==> config.mk <==
export PLATFORM = sky130hd
export DESIGN_NAME = regfile_mp
export DESIGN_NICKNAME = d
export VERILOG_FILES = /design/src/rtl/regfile_pkg.sv /design/src/rtl/rf_clear_seq.sv /design/src/rtl/regfile_mp.sv
export SDC_FILE = /design/constraint.sdc
export NUM_CORES = 1
export LEC_CHECK = 0
export CORE_MARGIN = 2
export CORE_UTILIZATION = 50
export CTS_CLUSTER_SIZE = 30
export DETAILED_ROUTE_END_ITERATION = 12
export PLACE_DENSITY = 0.67
export SYNTH_ARGS = -nofsm -noshare
export SYNTH_HDL_FRONTEND = slang
export SYNTH_SLANG_ARGS = --single-unit
==> constraint.sdc <==
create_clock -name clk -period 7.79 [get_ports clk]
set_clock_uncertainty 0.15 [all_clocks]
set_input_delay 1.558 -clock clk [delete_from_list [all_inputs] [get_ports clk]]
set_output_delay 1.558 -clock clk [all_outputs]
set_load 0.005 [all_outputs]
==> src/rtl/regfile_pkg.sv <==
// regfile_pkg: shared types and defaults for the multi-port register file.
// State encoding, default widths and the read-port limit.
package regfile_pkg;

  typedef enum logic {
    CLEAR = 1'b0,
    RUN   = 1'b1
  } rf_state_e;

  localparam int DATA_W_DEF = 32;
  localparam int ADDR_W_DEF = 5;
  localparam int MAX_NRD    = 8;

endpackage

==> src/rtl/rf_clear_seq.sv <==
// rf_clear_seq: CLEAR/RUN sequencer that zeroes every entry after reset.
// Ports: clk, reset_n (sync, active-low) -> clr_we, clr_addr, run, ready, clr_busy.
module rf_clear_seq
  import regfile_pkg::*;
#(
  parameter int ADDR_W = ADDR_W_DEF
) (
  input  logic              clk,
  input  logic              reset_n,
  output logic              clr_we,
  output logic [ADDR_W-1:0] clr_addr,
  output logic              run,
  output logic              ready,
  output logic              clr_busy
);

  localparam logic [ADDR_W-1:0] LAST = '1;

  rf_state_e         state_q, state_d;
  logic [ADDR_W-1:0] clr_ptr_q, clr_ptr_d;

  always_ff @(posedge clk) begin
    if (!reset_n) begin
      state_q   <= CLEAR;
      clr_ptr_q <= '0;
    end else begin
      state_q   <= state_d;
      clr_ptr_q <= clr_ptr_d;
    end
  end

  // Pointer stops on the last entry rather than wrapping.
  always_comb begin
    state_d   = state_q;
    clr_ptr_d = clr_ptr_q;
    unique case (state_q)
      CLEAR: begin
        if (clr_ptr_q == LAST) state_d = RUN;
        else clr_ptr_d = clr_ptr_q + 1'b1;
      end
      RUN: ;
      default: state_d = CLEAR;
    endcase
  end

  // The reset edge itself must not write the array.
  always_comb begin
    clr_we   = reset_n && (state_q == CLEAR);
    clr_addr = clr_ptr_q;
    run      = (state_q == RUN);
    ready    = (state_q == RUN);
    clr_busy = (state_q == CLEAR);
  end

endmodule

==> src/rtl/regfile_mp.sv <==
// regfile_mp: NRD combinational read ports, one clocked write port, self-clear.
// Ports: clk, reset_n, we/wa/wd, ra/rd (packed per port), ready, clr_busy.
// Build option: REGFILE_BYPASS_EN forwards wd to matching read ports.
module regfile_mp
  import regfile_pkg::*;
#(
  parameter int DATA_W   = DATA_W_DEF,
  parameter int ADDR_W   = ADDR_W_DEF,
  parameter int NRD      = 2,
  parameter int ZERO_REG = 1
) (
  input  logic                  clk,
  input  logic                  reset_n,
  input  logic                  we,
  input  logic [ADDR_W-1:0]     wa,
  input  logic [DATA_W-1:0]     wd,
  input  logic [NRD*ADDR_W-1:0] ra,
  output logic [NRD*DATA_W-1:0] rd,
  output logic                  ready,
  output logic                  clr_busy
);

  localparam int DEPTH = 1 << ADDR_W;

  if (NRD < 1 || NRD > MAX_NRD) begin : g_bad_nrd
    $error("regfile_mp: NRD must be within 1..8");
  end

  logic              clr_we;
  logic [ADDR_W-1:0] clr_addr;
  logic              run;
  logic              ext_we;
  logic              wr_en;
  logic [ADDR_W-1:0] wr_addr;
  logic [DATA_W-1:0] wr_data;

  logic [DATA_W-1:0] mem_q [DEPTH];

  rf_clear_seq #(
    .ADDR_W(ADDR_W)
  ) u_clr (
    .clk     (clk),
    .reset_n (reset_n),
    .clr_we  (clr_we),
    .clr_addr(clr_addr),
    .run     (run),
    .ready   (ready),
    .clr_busy(clr_busy)
  );

  always_comb begin
    ext_we = run && we && !((ZERO_REG != 0) && (wa == '0));
  end

  // Clear path owns the write port whenever the sequencer is active.
  always_comb begin
    wr_en   = reset_n && (clr_we || ext_we);
    wr_addr = clr_we ? clr_addr : wa;
    wr_data = clr_we ? '0 : wd;
  end

  always_ff @(posedge clk) begin
    if (wr_en) mem_q[wr_addr] <= wr_data;
  end

  for (genvar i = 0; i < NRD; i++) begin : g_rd
    logic [ADDR_W-1:0] ra_i;
    logic [DATA_W-1:0] rd_i;

    assign ra_i = ra[i*ADDR_W +: ADDR_W];

    always_comb begin
      rd_i = mem_q[ra_i];
`ifdef REGFILE_BYPASS_EN
      if (ext_we && (wa == ra_i)) rd_i = wd;
`endif
      // Hide stale contents until the clear finishes.
      if (!run || ((ZERO_REG != 0) && (ra_i == '0))) rd_i = '0;
    end

    assign rd[i*DATA_W +: DATA_W] = rd_i;
  end

endmodule
# After elaboration in Yosys (flattened, before gate mapping)
# Memories as Yosys holds them, arrays and structs flattened.
# Cells that the tools add are included.
[word_totals]
mem_bits_rw = 1024
memories = 1
word_cells = 28
inputBits = 50
out_inout_bits = 66
register_bits = 6
[memory_table]
columns = ["name", "depth", "word_bits", "read_ports", "rd_clocked_by_memory_dff", "wr", "line", "source"]
rows = [
  ["mem_q", 32, 32, 2, 0, 1, "regfile_mp.sv:37", "logic [DATA_W-1:0] mem_q [DEPTH];"],
]
[op_classes]
n_mux = 8
n_reduce_logical = 13
n_eq_ne = 1
bitwise_logic = 2
addsub = 1
[ops]
columns = ["operator", "n"]
rows = [
  ["32-bit two-way mux", 3],
  ["5-bit logical NOT", 3],
  ["5-bit by 1-bit adder with 5-bit output (second input constant)", 1],
  ["5-bit equality test (second input constant)", 1],
  ["5-bit two-way mux", 1],
  ["1-bit logical AND", 4],
  ["1-bit two-way mux", 4],
  ["1-bit logical OR", 3],
  ["1-bit logical NOT", 2],
  ["1-bit inverter", 2],
  ["2-bit AND reduction", 1],
]

# Longest topological paths before layout
[logic_depth]
ltp_word = 7
mapped_depth = 10
mapped_depth_nobuf = 7

# Cells and area by module
# From an unflattened synthesis, not the netlist that was laid out.
[hier_totals]
cells_unflattened = 2354
hier_area_um2 = 47611.9
[by_module_without_submodules]
columns = ["module", "area_each_um2", "cells_per_inst", "seq_area_each_um2", "n_inst"]
rows = [
  ["regfile_mp", 47319.1, 2325, 30749.5, 1],
  ["rf_clear_seq", 292.8, 29, 120.1, 1],
]

# Worst setup path before layout
# OpenSTA, ideal clock, no wires.
[synth_path]
kind = "input to output"
startpoint = "input port ra[5]"
endpoint = "output port rd[41]"
t_arrival_ns = 3.195
slack_ns = 2.887
path_stages = 6
t_required_ns = 6.082
n_path_buf = 3
cell_sequence = "buf_2 -> buf_4 -> buf_2 -> mux4_2 -> a2111oi_0 -> a211oi_1"
[synth_between]
elab_chain_len = 3
word_cells_on_any_way = 4
cone_classes = "1 x mux; 2 x reduce/logical; 1 x memory"
[synth_lines]
columns = ["element", "line", "source"]
rows = [
  ["start, declared", "regfile_mp.sv:17", "input logic [NRD*ADDR_W-1:0] ra,"],
  ["parallel branches: the longest is 2 deep, another holds memory read 32 x 32 bit", "--", ""],
  ["32-bit two-way mux (*)", "regfile_mp.sv:78", "if (!run || ((ZERO_REG != 0) && (ra_i == '0))) rd_i = '0;"],
  ["end, declared", "regfile_mp.sv:18", "output logic [NRD*DATA_W-1:0] rd,"],
]
# Mark *: on every way between the ends.

# Worst setup path after layout
[layout_path]
startpoint = "input port ra[8]"
endpoint = "output port rd[45]"
# Same word-level chain as after synthesis.

==> reports/qor.txt <==
CTS Hold Bufs: 0
Post-layout util: 57.0%
Pwr dens: 225 mW/mm²
I/O pins: 116
Pre-CTS setup slack: 849 ps
TritonCTS clock tree: built
Shortest period the worst path allows: 7070 ps
Storage element area: 0.0309 mm²
Endpoints failing setup: 0
Die Span X: 312 µm
Synthesized Nets: 2414
Largest net degree at the start of global routing: 125
GR Util met1: 40.5%
ANT cells: 0
M2 GR Usage: 45.7%
First-pass GRT wire length: 203 mm
Root buffer cell: clkbuf_16
Total die area: 0.0976 mm²
DPL Wire Length: 81.7 mm
CTS resizes: 0
Nets: 2537
Worst-Skew Late Latency: 660 ps
Outcome: complete, no violations
Mean post-synth cell area: 20.1 µm²
Clock Path Buffers: 3
Slowest cell on crit path: nor2b_4
TritonCTS Buffers: 102
Data required time of the worst path: 6080 ps
Post-route ant nets: 0
Cells after Synth: 2362
Crit Path Max Fanout: 26
Starting Density: 50.3%
DR iter-0 viols: 3695
Unique masters post-synth: 48
CP startpoint kind: primary input
Area of the multi-input gates: 0.0160 mm²
DRT Wirelength: 142 mm
Unrepaired setup endpoints after global routing: false
H-tree depth: 3
Die height: 312 µm
Cell Chain, Critical Path: clkdlybuf4s50_1 > buf_4 > nor2b_4 > a22oi_1 > a211oi_1 > clkdlybuf4s50_1
Max-slew violations: 0
Busiest grt layer: met2
Post-CTS setup buffers: 0
Crit-path max cell delay: 1040 ps
GRT Util Overall: 29.2%
Setup CP Type: in2out
Arrival time worst endpoint: 5360 ps
Total number of vias: 27100
RePlAce Congestion: 0.840
Top cell by count, worst path: clkdlybuf4s50_1
Fraction of registers with async set/reset: 0%
YS warnings: 0
Seq/Total Area, Yosys: 64.9%
Synth-to-Final Area Change: 13.4%
TNS Setup: 0 ps
Ys flop type: edfxtp_1
Final hold viol count: 0
CP Capture Type: primary output
HP Class: reg2reg
Via-per-instance ratio: 7.08
Core Region: 0.0946 mm²
Clock Sink Count: 1030
Initial antenna violation count: 5
Cell Rows: 113
Least-Margin Pin Slew: 1250 ps
First-pass DRT Iterations: 5
Number of synthesized flops with an enable pin: 1024
DR WL/cell: 37.0 µm
Final WS setup: 717 ps
DRC: 0
Met3 usage: 6.70%
Leak: 17.3 nW
Final Cycle Share: 90.8%
Filler cells: 6877
Number of max-cap violations: 0
FMAX: 0.141 GHz
Post-synthesis register bit count: 1030
Worst-path clk slew: 60 ps
Total gr overflow: 0
Slew headroom: 16.4%
Mapped cell area: 0.0476 mm²
Share of layout cells above drive strength 1: 29.6%
Number of global-route vias before repair: 28100
# port buffers: 115
Peak supply drop: 0.193 mV
==> Yosys cell counts, types with 3 or more instances <==
library cell  instances  area, µm²
edfxtp_1           1024      30700
mux4_2              449      10100
mux2i_1             258       2580
clkbuf_1             89        334
o221ai_1             62        543
buf_2                55        275
and2_1               36        225
nor2_1               36        135
o22a_1               32        280
a2111oi_0            31        272
a21oi_1              31        155
a22oi_1              31        233
o22ai_1              31        194
a211oi_1             30        225
a22o_1               30        263
buf_4                22        165
buf_1                19       71.3
nand2_1              18       67.6
buf_6                 7       78.8
dfxtp_1               6        120
inv_1                 5       18.8
nand3_1               5       25.0
nand3b_1              5       37.5
nor2b_1               5       31.3
and3_1                4       25.0
nor3_1                4       20.0
a21boi_0              3       22.5
a31o_2                3       26.3
o21ai_0               3       15.0
==> stage by stage <==
| step | cells | total power, W | instance area (µm²) | hold slack, ps |
|---|---|---|---|---|
| floorplan | 2362 | 0.00688 | 47600 | 334 |
| global placement | 3646 | 0.00715 | 50500 | 356 |
| detailed placement | 3646 | 0.00717 | 50500 | 369 |
| CTS | 3834 | 0.0122 | 53900 | 377 |
| global route | 3834 | 0.0124 | 53900 | 402 |
| finish | 3834 | 0.0121 | 53900 | 374 |
==> power by group <==
group          internal (W)  switching, W
Sequential          0.00615     0.0000220
Combinational      0.000366      0.000512
Clock               0.00295       0.00212
Total               0.00947       0.00265
==> state kept, by name (all words and copies together), names as in the netlist <==
| register | flops |
|---|---|
| u_clr.ready | 1 |
| u_clr.clr_addr | 5 |
| mem_q | 1024 |
==> cell families after synthesis <==
| kind of cell | synth area share, % |
|---|---|
| compound gates | 4.76 |
| xor+xnor | 0.0553 |
| fa+ha+maj | 0.0526 |
| buf+inv | 2.05 |
| flops | 64.9 |
| mux | 26.7 |
| simple gates | 1.42 |
==> final cells by class <==
class	count	area share [%]
clock buffer	120	4.97
clock inverter	68	1.39
inverter	5	0.0348
multi-input combinational	1133	29.7
sequential	1030	57.2
tap	1265	2.93
timing repair buffer	213	3.76
==> cell usage in the layout, fill, tap and decap left out, types with 32 or more instances in the layout <==
cell type,Yosys,final
mux4_2,449,449
o22a_1,32,32
clkdlybuf4s50_1,0,108
and2_1,36,35
buf_4,22,90
clkbuf_16,0,103
nor2_4,0,33
mux2i_1,258,258
edfxtp_1,1024,1024
o221ai_1,62,62
==> critical path: cells and delay by family <==
kind	cells	cell delay (ps)
simple gates	1	1040
compound gates	2	1240
buf+inv	3	1500
==> per-layer routing <==
| layer | wire, µm | up-vias |
|---|---|---|
| li1 | - | 10600 |
| met5 | 60 | - |
| met1 | 53000 | 14400 |
| met3 | 15800 | 320 |
| met4 | 5600 | 8 |
| met2 | 67500 | 1774 |
==> final timing paths <==
| kind | from | slack [ps] | depth (start not counted) | endpoint |
|---|---|---|---|---|
| worst min register to register | u_clr.clr_addr[4] | 370 | 2 | u_clr.clr_addr[4] |
| worst min-delay path | u_clr.clr_addr[4] | 370 | 2 | u_clr.clr_addr[4] |
| worst max-delay path | ra[8] | 720 | 6 | rd[45] |
| worst max register to register | u_clr.ready | 3330 | 6 | mem_q[6][22] |
Power figures use the tool's default switching activity.
